[config.mk]
export PLATFORM = sky130hd
export DESIGN_NAME = lab6_dpath_arbiter
export DESIGN_NICKNAME = d
export VERILOG_FILES = /design/src/rtl/lab6_dpath_arbiter.sv
export SDC_FILE = /design/constraint.sdc
export NUM_CORES = 1
export LEC_CHECK = 0
export ABC_AREA = 1
export CORE_ASPECT_RATIO = 1.4
export CORE_UTILIZATION = 47
export DETAILED_ROUTE_END_ITERATION = 8
export PLACE_DENSITY = 0.93
export SYNTH_ARGS = -nofsm -noshare
export SYNTH_HDL_FRONTEND = slang
export SYNTH_SLANG_ARGS = --single-unit
[constraint.sdc]
create_clock -name clk -period 4.5 [get_ports clk]
set_clock_uncertainty 0.05 [all_clocks]
set_input_delay 0.675 -clock clk [delete_from_list [all_inputs] [get_ports clk]]
set_output_delay 0.675 -clock clk [all_outputs]
set_load 0.01 [all_outputs]
[src/rtl/lab6_dpath_arbiter.sv]
`default_nettype none
// ============================================================================
// Module   : lab6_dpath_arbiter
// Purpose  : Round-robin sharing of one lab6dpath between requesters A and B,
//            with an in-order tag FIFO routing each result back to its issuer.
// Revision : 1.0
// ============================================================================
module lab6_dpath_arbiter #(
    parameter  int WIDTH   = 10,
    parameter  int MAX_OUT = 4,
    localparam int CW      = $clog2(MAX_OUT + 1)
) (
    input  logic                    clk,
    input  logic                    reset,
    input  logic                    a_valid,
    output logic                    a_ready,
    input  logic signed [WIDTH-1:0] a_x1,
    input  logic signed [WIDTH-1:0] a_x2,
    input  logic signed [WIDTH-1:0] a_x3,
    input  logic                    b_valid,
    output logic                    b_ready,
    input  logic signed [WIDTH-1:0] b_x1,
    input  logic signed [WIDTH-1:0] b_x2,
    input  logic signed [WIDTH-1:0] b_x3,
    output logic                    dp_irdy,
    output logic signed [WIDTH-1:0] dp_din,
    input  logic                    dp_ordy,
    input  logic signed [WIDTH-1:0] dp_dout,
    output logic                    a_y_valid,
    output logic                    b_y_valid,
    output logic signed [WIDTH-1:0] y,
    output logic [CW-1:0]           outstanding,
    output logic                    err
);

    localparam int PW = (MAX_OUT > 1) ? $clog2(MAX_OUT) : 1;

    localparam logic [1:0] S_IDLE  = 2'd0;
    localparam logic [1:0] S_SEND2 = 2'd1;
    localparam logic [1:0] S_SEND3 = 2'd2;

    localparam logic [CW-1:0] c_MAX_OUT  = CW'(MAX_OUT);
    localparam logic [PW-1:0] c_LAST_PTR = PW'(MAX_OUT - 1);

    logic [1:0]              r_state;
    logic signed [WIDTH-1:0] r_x2;
    logic signed [WIDTH-1:0] r_x3;
    logic                    r_prio;     // 0 = A has priority, 1 = B
    logic                    r_tag [0:MAX_OUT-1];
    logic [PW-1:0]           r_wp;
    logic [PW-1:0]           r_rp;
    logic [CW-1:0]           r_count;
    logic signed [WIDTH-1:0] r_y;
    logic                    r_a_yv;
    logic                    r_b_yv;
    logic                    r_err;

    logic w_grant;
    logic w_win_b;
    logic w_pop;
    logic w_head_tag;

    function automatic logic [PW-1:0] f_next(input logic [PW-1:0] p);
        return (p == c_LAST_PTR) ? '0 : p + PW'(1);
    endfunction

    // Occupancy is sampled before this cycle's pop, so a returning result
    // never frees a slot for a grant in the same cycle.
    assign w_grant    = !reset && (r_state == S_IDLE) && (a_valid || b_valid)
                        && (r_count < c_MAX_OUT);
    assign w_win_b    = b_valid && (!a_valid || r_prio);
    assign w_pop      = !reset && dp_ordy && (r_count != '0);
    assign w_head_tag = r_tag[r_rp];

    assign a_ready     = w_grant && !w_win_b;
    assign b_ready     = w_grant && w_win_b;
    assign dp_irdy     = w_grant;
    assign a_y_valid   = r_a_yv;
    assign b_y_valid   = r_b_yv;
    assign y           = r_y;
    assign outstanding = r_count;
    assign err         = r_err;

    always_comb begin
        dp_din = '0;
        if (!reset) begin
            case (r_state)
                S_IDLE:  if (w_grant) dp_din = w_win_b ? b_x1 : a_x1;
                S_SEND2: dp_din = r_x2;
                S_SEND3: dp_din = r_x3;
                default: dp_din = '0;
            endcase
        end
    end

    always_ff @(posedge clk) begin
        if (reset) begin
            r_state <= S_IDLE;
            r_x2    <= '0;
            r_x3    <= '0;
            r_prio  <= 1'b0;
            r_wp    <= '0;
            r_rp    <= '0;
            r_count <= '0;
            r_y     <= '0;
            r_a_yv  <= 1'b0;
            r_b_yv  <= 1'b0;
            r_err   <= 1'b0;
        end else begin
            case (r_state)
                S_IDLE:  if (w_grant) r_state <= S_SEND2;
                S_SEND2: r_state <= S_SEND3;
                default: r_state <= S_IDLE;
            endcase

            if (w_grant) begin
                r_x2   <= w_win_b ? b_x2 : a_x2;
                r_x3   <= w_win_b ? b_x3 : a_x3;
                r_prio <= !w_win_b;
                r_wp   <= f_next(r_wp);
            end

            r_a_yv <= w_pop && !w_head_tag;
            r_b_yv <= w_pop && w_head_tag;
            if (w_pop) begin
                r_y  <= dp_dout;
                r_rp <= f_next(r_rp);
            end

            case ({w_grant, w_pop})
                2'b10:   r_count <= r_count + CW'(1);
                2'b01:   r_count <= r_count - CW'(1);
                default: r_count <= r_count;
            endcase

            if (dp_ordy && (r_count == '0)) r_err <= 1'b1;
        end
    end

    // Tag storage needs no reset: entries are only read behind the occupancy count.
    always_ff @(posedge clk) begin
        if (w_grant) r_tag[r_wp] <= w_win_b;
    end

endmodule
`default_nettype wire

==> impl_metrics.toml, run 1 <==
[grt]
grt_first_pass_wirelength_mm = 11.0
grt_pass1_vias = 2677
gr-usage-all-layers_pct = 24.3
grt_max_degree = 40
antenna_found_initial = 0
overflow = 0

[synth]
synth-edff-count = 4
synth_cell_types = 29
synth_area_sq_um = 2560
synth_flop_cell = "dfxtp_1"
synth_xor_area_share_pct = 0
seq_area_frac_synth_pct = 39.9
avgSynthCellArea_sq_um = 6.76
yosys_warnings = 0
synth_area_leaders = "dfxtp_1 35%, nand2_1 24%, a21oi_1 6.4%"
synth_top_area_share_pct = 35.2
async_flop_share_pct = 0
synth_compound_area_share_pct = 12.2
yosysTopAreaCell = "dfxtp_1"
synth_cells = 379
synthAdderAreaFrac_pct = 3.22
yosys.area_share.simple_pct = 37.0
ys_ff_latch = 49
synth_mux_area_share_pct = 0
syn-num-nets = 460
synth_top_family_by_area = "simple AND/OR/NAND/NOR gates"

[worst_setup_path]
crit_required_ns = 3.77
critPathCaptureType = "primary output"
cp-start-kind = "input pin"
worstPathArrival_ns = 2.81
cp_max_fo = 25
path_class = "input pin to primary output"
reg2reg_depth = 8

[clocking]
cts_root_buf = "clkbuf_8"
cts_made_buffers = 5
clk_latency_ns = 0.31
clockBufferDepth = 2
cts_tree = "built"
cts.repair.resized = 0
cts_setup_buffers = 0
cts_hold_buf = 0
h-tree-depth = 2
path_clk_slew_ns = 0.09
clkSinkCount = 49

[sta]
setup_viol = 0
post-route-period-util_pct = 78.6
rsz0062_at_grt = "false"
finalHoldViolCount = 0
finalSetupTns_ns = 0
relSlewSlack_pct = 54.6
drv_slew = 0
fin_crit_ns = 3.54
timing_worst_slew_pin_value_ns = 0.679
hold_ws_ns = 0.405
fmax_mhz = 283

[floorplanning]
die_area_sq_um = 5750
die_w_um = 64.4
die_h_um = 89.3
ioPinCount = 104
fp-row-count = 31
core_sq_um = 5200
floorplan.initialDensity_pct = 49.3

[job]
cap_violations = 0

[pwr]
power_frac_seq_pct = 40.5
clkPwrFrac_pct = 17.7
max-vdd-ir-drop_uv = 227
p_leak_nw = 1.56
p_sw_share_pct = 37.9
pwr_density_cell_nw_per_um2 = 403
comb_power_share_pct = 41.8
p_sw_mw = 0.564
p_int_mw = 0.924

[worst_hold_path]
hp-class = "register to register"
holdPathStages = 2

[drt]
vias = 2742
finalWirelength_mm = 6.70
drt_iter0_drc = 92
drt-pass1-iter-count = 4
ant_nets = 0
wl_per_cell_um = 12.3
vias_per_cell = 5.05
drc = 0

[layout]
fin_cells = 543
syn2layout_area_growth_pct = 44.1
drive_gt1_share_pct = 9.85
nets = 557
antenna_cells = 0
layout_common_cells = "164 x nand2_1, 102 x clkdlybuf4s50_1, 45 x dfxtp_1, 33 x a21oi_1, 28 x nand3_1"
layout_commonest_cell = "nand2_1"

[place]
gp_congestion = 0.801
io_buffers = 103
dpl.hpwl_mm = 5.08
placedCellCount = 535

[run_status]
status = "finished clean"
power groups by stage:
stage                     registers [mW]  clock network [mW]  logic [mW]
after floorplan                    0.607                   0       0.382
after global placement             0.606                   0       0.599
after detailed placement           0.611                   0       0.623
after CTS                          0.601               0.265       0.629
after global routing               0.613               0.281       0.700
final                              0.602               0.263       0.623
per-stage QoR:
stage / util (%) / cell area [sq um] / setup WS, ns / total power, mW
after detailed placement: 69.3 / 3600 / 0.949 / 1.23
after global routing: 71.0 / 3690 / 0.809 / 1.59
after CTS: 71.0 / 3690 / 0.950 / 1.50
final: 71.0 / 3690 / 0.964 / 1.49
after global placement: 69.3 / 3600 / 0.961 / 1.20
after floorplan: - / 2560 / 2.32 / 0.989
sequential cells by signal (all words and copies together), names as in the netlist, named ones only:
signal	count
r_state	2
r_x3	10
y	10
err	1
r_tag	4
r_rp	2
b_y_valid	1
r_x2	10
a_y_valid	1
outstanding	3
r_prio	1
r_wp	2
Yosys cell counts, types with 2 or more instances:
cell      count
nand2_2      10
nand3_1      28
a21oi_2      10
ha_1          5
o21ai_1       2
clkbuf_1      4
dfxtp_1      45
nor2_1       24
inv_2         8
a21oi_1      33
nor2_2        2
buf_2         8
buf_4         3
nand2_1     164
inv_1        15
o211ai_1      2
edfxtp_1      4
routing by layer:
metal / up-vias / wire (um) / part of all wire, % / global-route usage, %
met4: 0 / 147 / 2.2 / 10.9
met2: 95 / 3820 / 57 / 49.1
met3: 14 / 321 / 4.8 / 4.72
li1: 1383 / - / - / -
met1: 1250 / 2410 / 36 / 23.3
met5: - / 0 / 0 / 0
critical path, stage by stage:
cell,delay (ns)
clkdlybuf4s50_1,0.55
inv_2,0.06
nand2_1,0.14
inv_2,0.07
nor2_4,0.49
a21oi_1,0.14
nor2_1,0.13
clkdlybuf4s50_1,0.55
final timing paths:
check	start	to	slack, ns
max reg2reg	r_state[0]	outstanding[1]	2.28
min	err	err	0.40
max	b_valid	dp_din[1]	0.96
min reg2reg	err	err	0.40
final cells by class:
type,count,area [sq um]
clock buffer,5,68.8
clock inverter,3,21.3
fill,432,1510
inverter,24,90.1
multi-input combinational,288,1340
sequential,49,1020
tap,66,82.6
timing repair buffer,108,1060
logic make-up (layout without fill, tap and decap cells):
family	Yosys count	count (layout)
AOI/OAI and AO/OA	51	51
adders and majority gates	6	6
buffers and inverters	42	140
DFF	49	49
and+or+nand+nor	231	231
No activity file was read; power rests on OpenSTA's default activity.
==> run 2: changes to the inputs <==
CORE_UTILIZATION = 43   (was 47)
PLACE_DENSITY = 0.87   (was 0.93)
clock period = 3.3 ns   (was 4.5 ns; I/O delays follow)
==> run 2 against run 1 <==
Effect of this change: routed wire length shrank 0.82%; clock-buffer cell count unchanged; utilization is 4.8 points lower; critical path depth grew 1; worst setup slack got worse by 0.55 ns; global-route usage fell by 1.8 points; flip-flop and latch count stayed put; largest cell class unchanged; largest power group unchanged; highest routed layer unchanged.
==> impl_metrics.toml, run 2 (synthesis gave the netlist of run 1 again) <==
[place]
gp_congestion = 0.776
dpl.hpwl_mm = 5.00
dpl_cell_area_sq_um = 3620
io_buffers = 103

[layout]
antenna_cells = 0
layout_common_cells = "164 x nand2_1, 102 x clkdlybuf4s50_1, 45 x dfxtp_1, 33 x a21oi_1, 28 x nand3_1"
drive_gt1_share_pct = 10.2
layout_commonest_cell = "nand2_1"
nets = 560
syn2layout_area_growth_pct = 44.9
finalInstanceArea_sq_um = 3710

[pwr]
clkPwrFrac_pct = 17.0
comb_power_share_pct = 42.4
pwr_density_cell_nw_per_um2 = 544
p_sw_mw = 0.756
p_leak_nw = 1.58
p_sw_share_pct = 37.4
max-vdd-ir-drop_uv = 223
power_frac_seq_pct = 40.5
p_int_mw = 1.26
p_total_mw = 2.02

[clocking]
clk_latency_ns = 0.30
cts_made_buffers = 5
h-tree-depth = 2
cts_root_buf = "clkbuf_8"
cts_hold_buf = 0
cts.repair.resized = 0
cts_setup_buffers = 0
cts_tree = "built"
path_clk_slew_ns = 0.09
clockBufferDepth = 2
clkSinkCount = 49

[worst_setup_path]
r2r_start = "r_state[0]"
cp-start-kind = "input pin"
crit_required_ns = 2.75
critPathCaptureType = "primary output"
cp_max_fo = 15
path_class = "input pin to primary output"
ff2ff_setup_slack_ns = 1.08
reg2reg_to = "outstanding[1]"
reg2reg_depth = 8
worstPathArrival_ns = 2.34

[worst_hold_path]
holdPathStages = 2
holdCritStartpoint = "err"
hp-class = "register to register"
hold_path_end = "err"

[floorplanning]
die_w_um = 67.2
core_sq_um = 5610
die_h_um = 93.3
floorplan.initialDensity_pct = 45.7
die_area_sq_um = 6270
ioPinCount = 104
fp-row-count = 32

[drt]
finalWirelength_mm = 6.64
drt_iter0_drc = 85
drt-pass1-iter-count = 5
vias_per_cell = 5.02
drc = 0
wl_per_cell_um = 12.1
ant_nets = 0
vias = 2750

[grt]
gr-usage-all-layers_pct = 22.5
antenna_found_initial = 0
grt_pass1_vias = 2686
overflow = 0
grt_max_degree = 40
grt_first_pass_wirelength_mm = 10.9

[sta]
post-route-period-util_pct = 87.6
fin_crit_ns = 2.89
relSlewSlack_pct = 69.6
setup_viol = 0
finalHoldViolCount = 0
fmax_mhz = 346
finalSetupTns_ns = 0
rsz0062_at_grt = "false"
timing_worst_slew_pin_value_ns = 0.456
drv_slew = 0

[job]
cap_violations = 0

[run_status]
status = "finished clean"
==> run 2: cell types whose count changed in the layout (fill, tap and decap cells not counted), sizes merged <==
cell / change
clkinvlp: -1
inv: -1
clkinv: +2
buf: +3
==> run 2: worst max-delay path, stage by stage <==
cell and delay (ns):
clkdlybuf4s50_1 0.54, inv_2 0.06, nand2_1 0.12, inv_2 0.07, nor2_4 0.11, buf_4 0.21, a21oi_1 0.09, nor2_1 0.10
clkdlybuf4s50_1 0.54
==> run 2: power by group through the flow <==
stage                     Clock (mW)  Sequential (mW)  Combinational [mW]
after CTS                      0.354            0.819               0.863
final                          0.344            0.819               0.857
after global routing           0.368            0.839               0.959
after global placement             0            0.827               0.830
after floorplan                    0            0.828               0.520
after detailed placement           0            0.832               0.856
==> run 2: area by class of cell <==
type / count / area (sq um)
repair buffers: 111 / 1090
clock buffers: 5 / 68.8
well taps: 68 / 85.1
multi-input cells: 288 / 1340
clock inverters: 3 / 17.5
inverters: 24 / 90.1
fillers: 509 / 1890
flip-flops and latches: 49 / 1020
==> run 2: stage by stage <==
stage	hold slack, ns	setup WS [ns]	util [%]	cells
after floorplan	0.380	1.48	-	379
after global placement	0.388	0.429	64.7	540
after detailed placement	0.399	0.412	64.7	540
after CTS	0.413	0.392	66.2	548
after global routing	0.429	0.253	66.2	548
final	0.406	0.411	66.2	548
==> run 2: metal layers <==
metal	GRT usage, %	vias up	routed length [um]
li1	-	1395	-
met1	21.6	1249	2480
met2	44.8	97	3700
met3	4.76	9	386
met4	6.91	0	79
met5	0	-	0
==> run 2: how the worst max path moves through the flow <==
stage,from,endpoint,slack (ns),depth (start not counted)
finish,b_valid,dp_din[2],0.41,9
detailed placement,b_valid,dp_din[5],0.41,9
global route,b_valid,dp_din[1],0.25,9
CTS,b_valid,dp_din[2],0.39,9
global placement,b_valid,dp_din[5],0.43,9
floorplan,reset,dp_din[8],1.48,6
